**config.mk**
```make
export PLATFORM = sky130hd
export DESIGN_NAME = m401_burst_ctl
export DESIGN_NICKNAME = d
export VERILOG_FILES = /design/src/rtl/m401_ctl_pkg.sv /design/src/rtl/pulse_rise_det.sv /design/src/rtl/m401_burst_ctl.sv
export SDC_FILE = /design/constraint.sdc
export NUM_CORES = 1
export LEC_CHECK = 0
export CAP_MARGIN = 5
export CORE_ASPECT_RATIO = 0.6
export CORE_MARGIN = 2
export CORE_UTILIZATION = 41
export CTS_CLUSTER_SIZE = 40
export DETAILED_ROUTE_END_ITERATION = 8
export GPL_TIMING_DRIVEN = 0
export PLACE_DENSITY = 0.72
export SYNTH_ARGS = -nofsm -noshare
export SYNTH_HDL_FRONTEND = slang
export SYNTH_SLANG_ARGS = --single-unit
```
**constraint.sdc**
```tcl
create_clock -name clk -period 1.9 [get_ports clk]
set_input_delay 0.57 -clock clk [delete_from_list [all_inputs] [get_ports clk]]
set_output_delay 0.57 -clock clk [all_outputs]
set_load 0.02 [all_outputs]
```
**src/rtl/m401_ctl_pkg.sv**
```systemverilog
// Shared types and constants for the M401 run/stop/step/burst controller.
// State encoding, command-priority encoding and the default counter width.
package m401_ctl_pkg;

  localparam int DEF_CNT_W = 12;

  typedef enum logic [1:0] {
    ST_IDLE  = 2'd0,
    ST_RUN   = 2'd1,
    ST_COUNT = 2'd2
  } state_e;

  typedef enum logic [2:0] {
    CMD_NONE  = 3'd0,
    CMD_STOP  = 3'd1,
    CMD_STEP  = 3'd2,
    CMD_BURST = 3'd3,
    CMD_RUN   = 3'd4
  } cmd_e;

  // Collapse simultaneous requests to one command: stop > step > burst > run.
  function automatic cmd_e cmd_select(input logic stop, input logic step,
                                      input logic burst, input logic run);
    cmd_e c;
    if (stop) begin
      c = CMD_STOP;
    end else if (step) begin
      c = CMD_STEP;
    end else if (burst) begin
      c = CMD_BURST;
    end else if (run) begin
      c = CMD_RUN;
    end else begin
      c = CMD_NONE;
    end
    return c;
  endfunction

endpackage

```
**src/rtl/pulse_rise_det.sv**
```systemverilog
// Rising-edge detector for multi-cycle backplane pulses.
// The history flop resets high so a pulse already present at reset release is not reported.
module pulse_rise_det (
  input  logic clk,
  input  logic reset,
  input  logic tick_in,
  output logic tick_rise
);

  logic tick_q;
  logic tick_d;

  // Next history value is simply the current input level.
  always_comb begin
    tick_d = tick_in;
  end

  // History register.
  always_ff @(posedge clk) begin
    if (reset) begin
      tick_q <= 1'b1;
    end else begin
      tick_q <= tick_d;
    end
  end

  assign tick_rise = tick_in & ~tick_q;

endmodule

```
**src/rtl/m401_burst_ctl.sv**
```systemverilog
// Run/stop/step/burst controller gating the M401 variable clock through J2/K2.
// Optional watchdog enabled by defining M401_BURST_CTL_WATCHDOG_EN.
module m401_burst_ctl
  import m401_ctl_pkg::*;
#(
  parameter int CNT_W       = DEF_CNT_W,
  parameter int WDOG_CYCLES = 2000000
) (
  input  logic             clk,
  input  logic             reset,
  input  logic             cmd_stop,
  input  logic             cmd_step,
  input  logic             cmd_burst,
  input  logic             cmd_run,
  input  logic [CNT_W-1:0] burst_len,
  input  logic             tick_in,
  output logic             clk_inhibit,
  output logic             tick_out,
  output logic             busy,
  output logic             done,
  output logic [CNT_W-1:0] remaining,
  output logic             fault
);

  state_e             state_q, state_d;
  logic [CNT_W-1:0]   remaining_q, remaining_d;
  logic               clk_inhibit_q, clk_inhibit_d;
  logic               tick_out_q, tick_out_d;
  logic               busy_q, busy_d;
  logic               done_q, done_d;
  logic               tick_rise;
  logic               accept;
  logic               cmd_en;
  cmd_e               cmd;

`ifdef M401_BURST_CTL_WATCHDOG_EN
  localparam int WDOG_W = $clog2(WDOG_CYCLES + 1);
  logic [WDOG_W-1:0]  wdog_q, wdog_d;
  logic               fault_q, fault_d;

  assign cmd_en = ~fault_q;
  assign fault  = fault_q;
`else
  assign cmd_en = 1'b1;
  assign fault  = 1'b0;
`endif

  pulse_rise_det u_rise (
    .clk      (clk),
    .reset    (reset),
    .tick_in  (tick_in),
    .tick_rise(tick_rise)
  );

  // Next-state, remaining-count and output computation.
  always_comb begin
    state_d     = state_q;
    remaining_d = remaining_q;
    done_d      = 1'b0;
    accept      = tick_rise & (state_q != ST_IDLE);
    tick_out_d  = accept;
    if (cmd_en) begin
      cmd = cmd_select(cmd_stop, cmd_step, cmd_burst, cmd_run);
    end else begin
      cmd = CMD_NONE;
    end

    case (state_q)
      ST_IDLE: begin
        case (cmd)
          CMD_STEP: begin
            state_d     = ST_COUNT;
            remaining_d = {{(CNT_W-1){1'b0}}, 1'b1};
          end
          CMD_BURST: begin
            if (burst_len != {CNT_W{1'b0}}) begin
              state_d     = ST_COUNT;
              remaining_d = burst_len;
            end else begin
              done_d      = 1'b1;
            end
          end
          CMD_RUN: begin
            state_d = ST_RUN;
          end
          default: begin
            state_d = ST_IDLE;
          end
        endcase
      end
      ST_RUN: begin
        if (cmd == CMD_STOP) begin
          state_d = ST_IDLE;
          done_d  = 1'b1;
        end else begin
          state_d = ST_RUN;
        end
      end
      ST_COUNT: begin
        // A stop coinciding with the final tick still yields a single done.
        if (cmd == CMD_STOP) begin
          state_d     = ST_IDLE;
          remaining_d = {CNT_W{1'b0}};
          done_d      = 1'b1;
        end else if (accept) begin
          if (remaining_q == {{(CNT_W-1){1'b0}}, 1'b1}) begin
            state_d = ST_IDLE;
            done_d  = 1'b1;
          end else begin
            state_d = ST_COUNT;
          end
          remaining_d = remaining_q - {{(CNT_W-1){1'b0}}, 1'b1};
        end else begin
          state_d = ST_COUNT;
        end
      end
      default: begin
        state_d     = ST_IDLE;
        remaining_d = {CNT_W{1'b0}};
      end
    endcase

`ifdef M401_BURST_CTL_WATCHDOG_EN
    fault_d = fault_q;
    if ((state_q == ST_IDLE) || accept) begin
      wdog_d = {WDOG_W{1'b0}};
    end else if (wdog_q == WDOG_W'(WDOG_CYCLES - 1)) begin
      wdog_d      = {WDOG_W{1'b0}};
      state_d     = ST_IDLE;
      remaining_d = {CNT_W{1'b0}};
      done_d      = 1'b1;
      fault_d     = 1'b1;
    end else begin
      wdog_d = wdog_q + {{(WDOG_W-1){1'b0}}, 1'b1};
    end
`endif

    clk_inhibit_d = (state_d == ST_IDLE);
    busy_d        = (state_d != ST_IDLE);
  end

  // Control state and registered outputs.
  always_ff @(posedge clk) begin
    if (reset) begin
      state_q       <= ST_IDLE;
      remaining_q   <= {CNT_W{1'b0}};
      clk_inhibit_q <= 1'b1;
      tick_out_q    <= 1'b0;
      busy_q        <= 1'b0;
      done_q        <= 1'b0;
    end else begin
      state_q       <= state_d;
      remaining_q   <= remaining_d;
      clk_inhibit_q <= clk_inhibit_d;
      tick_out_q    <= tick_out_d;
      busy_q        <= busy_d;
      done_q        <= done_d;
    end
  end

`ifdef M401_BURST_CTL_WATCHDOG_EN
  // Watchdog counter and sticky fault.
  always_ff @(posedge clk) begin
    if (reset) begin
      wdog_q  <= {WDOG_W{1'b0}};
      fault_q <= 1'b0;
    end else begin
      wdog_q  <= wdog_d;
      fault_q <= fault_d;
    end
  end
`endif

  assign clk_inhibit = clk_inhibit_q;
  assign tick_out    = tick_out_q;
  assign busy        = busy_q;
  assign done        = done_q;
  assign remaining   = remaining_q;

endmodule

```
Yosys cells after proc, flatten, opt, wreduce, memory -nomap -nowiden
Cells that the tools add are included.

Register bits: 19. Output and inout bits: 17.

Multiplexer cells: 23. $add $sub $neg: 1. Bitwise gates (word level): 4. Equal/unequal tests: 10. Reduce and logical (&&, ||, !) cells: 6.

Operators by type and width (count): two-way mux 12 bit (3); case mux 12 bit (3 select lines) (1); case mux 12 bit (2 select lines) (1); == test 12 x 1 -> 1 bit, second input constant (1); two-way mux 3 bit (4); case mux 2 bit (3 select lines) (2); nonzero test 12 bit (1); subtractor 12 x 1 -> 12 bit, second input constant (1); two-way mux 2 bit (4); two-way mux 1 bit (7); == test 3 x 2 -> 1 bit, second input constant (2); inequality test 3 bit, second input constant (2); logical NOT 2 bit (2); AND reduction 4 bit (1); nonzero test 2 bit (2); == test 3 x 1 -> 1 bit, second input constant (1); == test 3 bit, second input constant (1); inequality test 3 x 1 -> 1 bit, second input constant (1); case mux 1 bit (3 select lines) (1); bitwise AND 1 bit (2); == test 2 x 1 -> 1 bit, second input constant (1); == test 2 bit, second input constant (1); inverter 1 bit (2).

Depth between registers and ports, before layout
Word-level depth: 8. Gate-level depth with buffers: 8. Depth with buffers taken out: 7.

Modules after synthesis
Synthesis repeated with hierarchy kept, for this count alone.

Cells, all modules: 141. Area total of the unflattened synthesis: 1176.1 um2.

By module, submodules not included: m401_burst_ctl (seq. area each 360.3 um2, cells an instance 138, instances 1, area an instance 1143.6 um2); pulse_rise_det (seq. area each 20.0 um2, cells an instance 3, instances 1, area an instance 32.5 um2).

Worst setup path after synthesis
Ideal clock, no wire load.

Path type: input to register. From: input port cmd_step. To: register remaining_q[0], in the netlist remaining[0]. Buffers on the path: 1. Setup slack: -0.138 ns. Stages: 6. Library setup time: 0.086 ns. Data arrival time: 1.953 ns. Data required time: 1.814 ns. Cells stage by stage: or3b_1 > or3_1 > o211ai_2 > buf_4 > nor2_1 > a211oi_1.

Cells in the longest elaborated chain, start to end: 5.

RTL lines: from (decl) (RTL line m401_burst_ctl.sv:12) `input logic cmd_step,`; two-way mux 3 bit (*) (RTL line m401_ctl_pkg.sv:27) `end else if (step) begin`; two-way mux 3 bit (*) (RTL line m401_ctl_pkg.sv:25) `if (stop) begin`; == test 3 x 2 -> 1 bit / == test 3 x 1 -> 1 bit (equally long branches) (RTL line m401_burst_ctl.sv:70, m401_burst_ctl.sv:101); case mux 12 bit (2 select lines), or another cell as far along (RTL line m401_burst_ctl.sv:70) `case (cmd)`; case mux 12 bit (3 select lines) / AND reduction 4 bit (equally long branches); to (signal assigned) (RTL line m401_burst_ctl.sv:146) `remaining_q <= {CNT_W{1'b0}};`; to (signal assigned) (RTL line m401_burst_ctl.sv:153) `remaining_q <= remaining_d;`; to (decl) (RTL line m401_burst_ctl.sv:26) `logic [CNT_W-1:0] remaining_q, remaining_d;`.

Mark *: on every way between the ends. The rest lies on a longest branch, timed or not. A chain may end at the register's enable or synchronous reset.

Worst setup path after layout
From: input port cmd_stop. To: register remaining_q[3], in the netlist remaining[3].

Cells in the longest elaborated chain, start to end: 4.

RTL lines: from (decl) (RTL line m401_burst_ctl.sv:11) `input logic cmd_stop,`; two-way mux 3 bit (*) (RTL line m401_ctl_pkg.sv:25); == test 3 x 2 -> 1 bit / == test 3 x 1 -> 1 bit (equally long branches) (RTL line m401_burst_ctl.sv:70, m401_burst_ctl.sv:101); case mux 12 bit (2 select lines), or another cell as far along (RTL line m401_burst_ctl.sv:70); case mux 12 bit (3 select lines) / AND reduction 4 bit (equally long branches).

Marks and branches as above.

==> impl_metrics.csv <==
group,metric,value,unit
status,outcome,"finished, violations left",
status,failed_checks,"negative setup slack",
finish,num_antenna_cells,0,
pwr,clock_power_share,25.4,%
sta,finalWorstSetupSlack,-90.78,ps
cts,clock-root-buffer,"sky130_fd_sc_hd__clkbuf_8",
pwr,vdd_ir_drop_max,340.6,uV
cts,h-tree-depth,1,
yosys,synth_nets,163,
sta,slew-limit-headroom,61.31,%
sta,max_freq,502.3,MHz
pwr,design_internal_power,758.5,uW
worst_setup_path,critPathKind,"in -> reg",
grt,grtUsageTotal,25.27,%
worst_hold_path,min_path_type,"reg -> reg",
detailed_routing,finalWirelength,4.093,mm
finish,nNetsFinal,215,
die,initial_utilization,43.94,%
finish,area_growth_syn_to_layout,64.35,%
yosys,synth_area_leader_cell,"sky130_fd_sc_hd__dfxtp_1",
yosys,synth_commonest_cells,"sky130_fd_sc_hd__dfxtp_1, sky130_fd_sc_hd__nor2_1, sky130_fd_sc_hd__a21oi_1, sky130_fd_sc_hd__nor3_1",
cts,worst_skew_pair.late_latency,260,ps
finish,finalCoreUtilization,72.22,%
yosys,synth_warnings,0,
detailed_routing,drc_markers,0,
cts,tritoncts_num_sinks,19,
yosys,ys_seq_area_share,34.08,%
sta,period_needed,1991,ps
finish,finish.cell_count_without_fillers,225,
placed_design,hpwlAfterDp,2.570,mm
sta,final_hold_viol_count,0,
cts,post_cts_hold_buffer_count,0,
grt,global_route.overflow_total,0,
pwr,power.switching,390.1,uW
worst_setup_path,critical_path.endpoint_type,"flop",
worst_setup_path,data_arrival_time_of_the_critical_path,2140,ps
placed_design,finalWeightedCongestion,0.8666,
grt,grt_pass1_vias,1249,
yosys,synthTopCellsByArea,"sky130_fd_sc_hd__dfxtp_1, sky130_fd_sc_hd__a21oi_1, sky130_fd_sc_hd__nor3_1",
detailed_routing,via_per_inst,6.000,
die,die_area,3169,sq um
yosys,synth_enable_flop_cells,0,
pwr,switching_power_share_of_the_total,33.96,%
flow_run,drv_cap,0,
detailed_routing,wl_per_cell,18.19,um
cts,cts_inserted_buffers,3,
pwr,seq_power_share,38.3,%
pwr,p_leak,0.8364,nW
sta,timing.clock.skew,4.334,ps
detailed_routing,detail_route.first_pass.iterations,4,
die,core_region_area,2540,sq um
cts,clk_pin_slew_worst_paths,80,ps
cts,clock_tree_from_tritoncts,"yes",
yosys,synthesis.area_per_instance,7.860,sq um
cts,clock_path_buffers,2,
yosys,syn_area,1116,sq um
placed_design,port-buffer-count,33,
placed_design,placed_cell_area,1509,sq um
detailed_routing,antenna_violating_nets_post_route,0,
grt,grt_antenna_before_repair,0,
die,core.rowCount,14,
yosys,netlist-cell-type-count,36,
yosys,post_synthesis_register_bit_count,19,
yosys,async_flop_share,0,%
die,die_w,71.36,um
grt,pin_count_of_the_biggest_net_entering_global_routing,12,
die,io_pins,36,
detailed_routing,dr_iter_0_viols,113,
die,die_h,44.42,um
sta,setup-violations-final,10,
yosys,postSynth.topFlopCell,"sky130_fd_sc_hd__dfxtp_1",
grt,wire_length_of_the_first_global_routing_pass,6.009,mm
detailed_routing,dr_total_vias,1350,
yosys,netlist.area_leader.share,34.08,%
sta,setup_repair_after_global_routing_missed_its_margin,"true",
worst_setup_path,path_max_fanout,7,
finish,final_design_area_no_fill,1834,sq um
yosys,synth.most_common_cell,"sky130_fd_sc_hd__dfxtp_1",
pwr,proportion_of_power_drawn_by_combinational_gates,36.3,%
yosys,post_synth_inst_count,142,
pwr,power.density,626.2,nW/um^2
finish,post_route_cells_drive_above_1_share,29.53,%
placed_design,placed_cells_incl_taps,207,
worst_setup_path,timing.critical_path.from_type,"primary input",
sta,final-max-slew-violation-count,0,
sta,tightestPinTransition,580.3,ps
worst_setup_path,critical_path_required,2050,ps
sta,min_period_over_period,104.8,%
per-stage QoR:
stage	TNS, ps	hold slack (ps)	worst slack (ps)	total power, mW
2_1_floorplan	-646.2	486.7	-94.54	0.6475
3_3_place_gp	-12510	486.6	-992.9	0.7649
3_5_place_dp	-13790	492.1	-1087	0.7747
4_1_cts	-100.8	509.1	-37.73	1.095
5_1_grt	-887.2	534.5	-104.6	1.201
6_report	-337.1	502.8	-90.78	1.149
critical path: stages:
cell	delay, ps
sky130_fd_sc_hd__buf_12	100
sky130_fd_sc_hd__or3b_4	400
sky130_fd_sc_hd__or3_4	360
sky130_fd_sc_hd__o211ai_4	310
sky130_fd_sc_hd__buf_6	190
sky130_fd_sc_hd__a21oi_2	40
sky130_fd_sc_hd__o32ai_1	170
area by class of cell:
| type | instances | area (sq um) |
|---|---|---|
| Clock inverter | 1 | 5.005 |
| Timing Repair Buffer | 47 | 454.2 |
| Sequential cell | 19 | 389.1 |
| Buffer | 10 | 53.80 |
| Inverter | 7 | 26.28 |
| Tap cell | 32 | 40.04 |
| Fill cell | 188 | 705.7 |
| Clock buffer | 3 | 41.29 |
| Multi-Input combinational cell | 106 | 824.5 |
layer usage:
metal  vias up  share of wire, %  track usage (%)
li1        624                 -                -
met3        13               9.3            7.517
met1       632                43            32.96
met5         -                 0                0
met2        81                46            41.30
met4         0               2.2            7.170
layout by cell type, fill, tap and decap left out, types with 3 or more instances in the layout:
| master | synthesis | final |
|---|---|---|
| sky130_fd_sc_hd__xor2_1 | 3 | 3 |
| sky130_fd_sc_hd__buf_6 | 0 | 3 |
| sky130_fd_sc_hd__or3_4 | 0 | 3 |
| sky130_fd_sc_hd__o21ai_1 | 7 | 7 |
| sky130_fd_sc_hd__inv_1 | 7 | 6 |
| sky130_fd_sc_hd__clkbuf_2 | 0 | 3 |
| sky130_fd_sc_hd__dlygate4sd2_1 | 0 | 11 |
| sky130_fd_sc_hd__clkdlybuf4s50_1 | 0 | 11 |
| sky130_fd_sc_hd__clkbuf_1 | 7 | 4 |
| sky130_fd_sc_hd__and2_1 | 4 | 4 |
| sky130_fd_sc_hd__nor2_1 | 13 | 12 |
| sky130_fd_sc_hd__nand2_1 | 5 | 5 |
| sky130_fd_sc_hd__dfxtp_1 | 19 | 16 |
| sky130_fd_sc_hd__a211oi_1 | 4 | 3 |
| sky130_fd_sc_hd__a21oi_1 | 10 | 7 |
| sky130_fd_sc_hd__nor3_1 | 10 | 9 |
| sky130_fd_sc_hd__or4_1 | 5 | 3 |
| sky130_fd_sc_hd__dlymetal6s2s_1 | 0 | 8 |
| sky130_fd_sc_hd__or3_1 | 6 | 3 |
| sky130_fd_sc_hd__a221oi_1 | 4 | 3 |
| sky130_fd_sc_hd__a21oi_2 | 0 | 3 |
| sky130_fd_sc_hd__clkbuf_8 | 0 | 3 |
| sky130_fd_sc_hd__buf_4 | 2 | 15 |
path summary, 6_finish.rpt:
| kind | cells after the start | startpoint | end | slack (ps) |
|---|---|---|---|---|
| setup reg to reg | 6 | state_q[1]$_SDFF_PP0_ | remaining[3]$_SDFFE_PP0P_ | -40 |
| hold / removal | 2 | remaining[6]$_SDFFE_PP0P_ | remaining[6]$_SDFFE_PP0P_ | 500 |
| hold reg to reg | 2 | remaining[6]$_SDFFE_PP0P_ | remaining[6]$_SDFFE_PP0P_ | 500 |
| setup / recovery | 7 | cmd_stop | remaining[3]$_SDFFE_PP0P_ | -90 |
cells by family (layout without fill, tap and decap cells):
family	after synthesis	after routing	synth area share [%]
simple gates	58	58	28.25
buf+inv	18	68	6.951
fa+ha+maj	2	2	2.242
compound gates	40	41	25.00
flops	19	19	34.08
other cells	1	1	0.3360
xor+xnor	4	4	3.140
power groups by stage:
stage / logic, mW / registers, mW / clock network, mW
global route: 0.445 / 0.443 / 0.313
global placement: 0.315 / 0.449 / 0
finish: 0.417 / 0.440 / 0.291
CTS: 0.364 / 0.440 / 0.291
detailed placement: 0.324 / 0.450 / 0
floorplan: 0.178 / 0.470 / 0
sequential cells by signal, summed over array words and instances, names as in the netlist:
| name | cells |
|---|---|
| busy | 1 |
| done | 1 |
| clk_inhibit | 1 |
| tick_out | 1 |
| state_q | 2 |
| u_rise.tick_q | 1 |
| remaining | 12 |
timing repair:
action,CTS,global route
resized for setup,45,31
endpoints found under the setup margin,17,20
buffers inserted,9,4
pin swaps,19,17
gates cloned,1,1
Power figures use the tool's default switching activity.
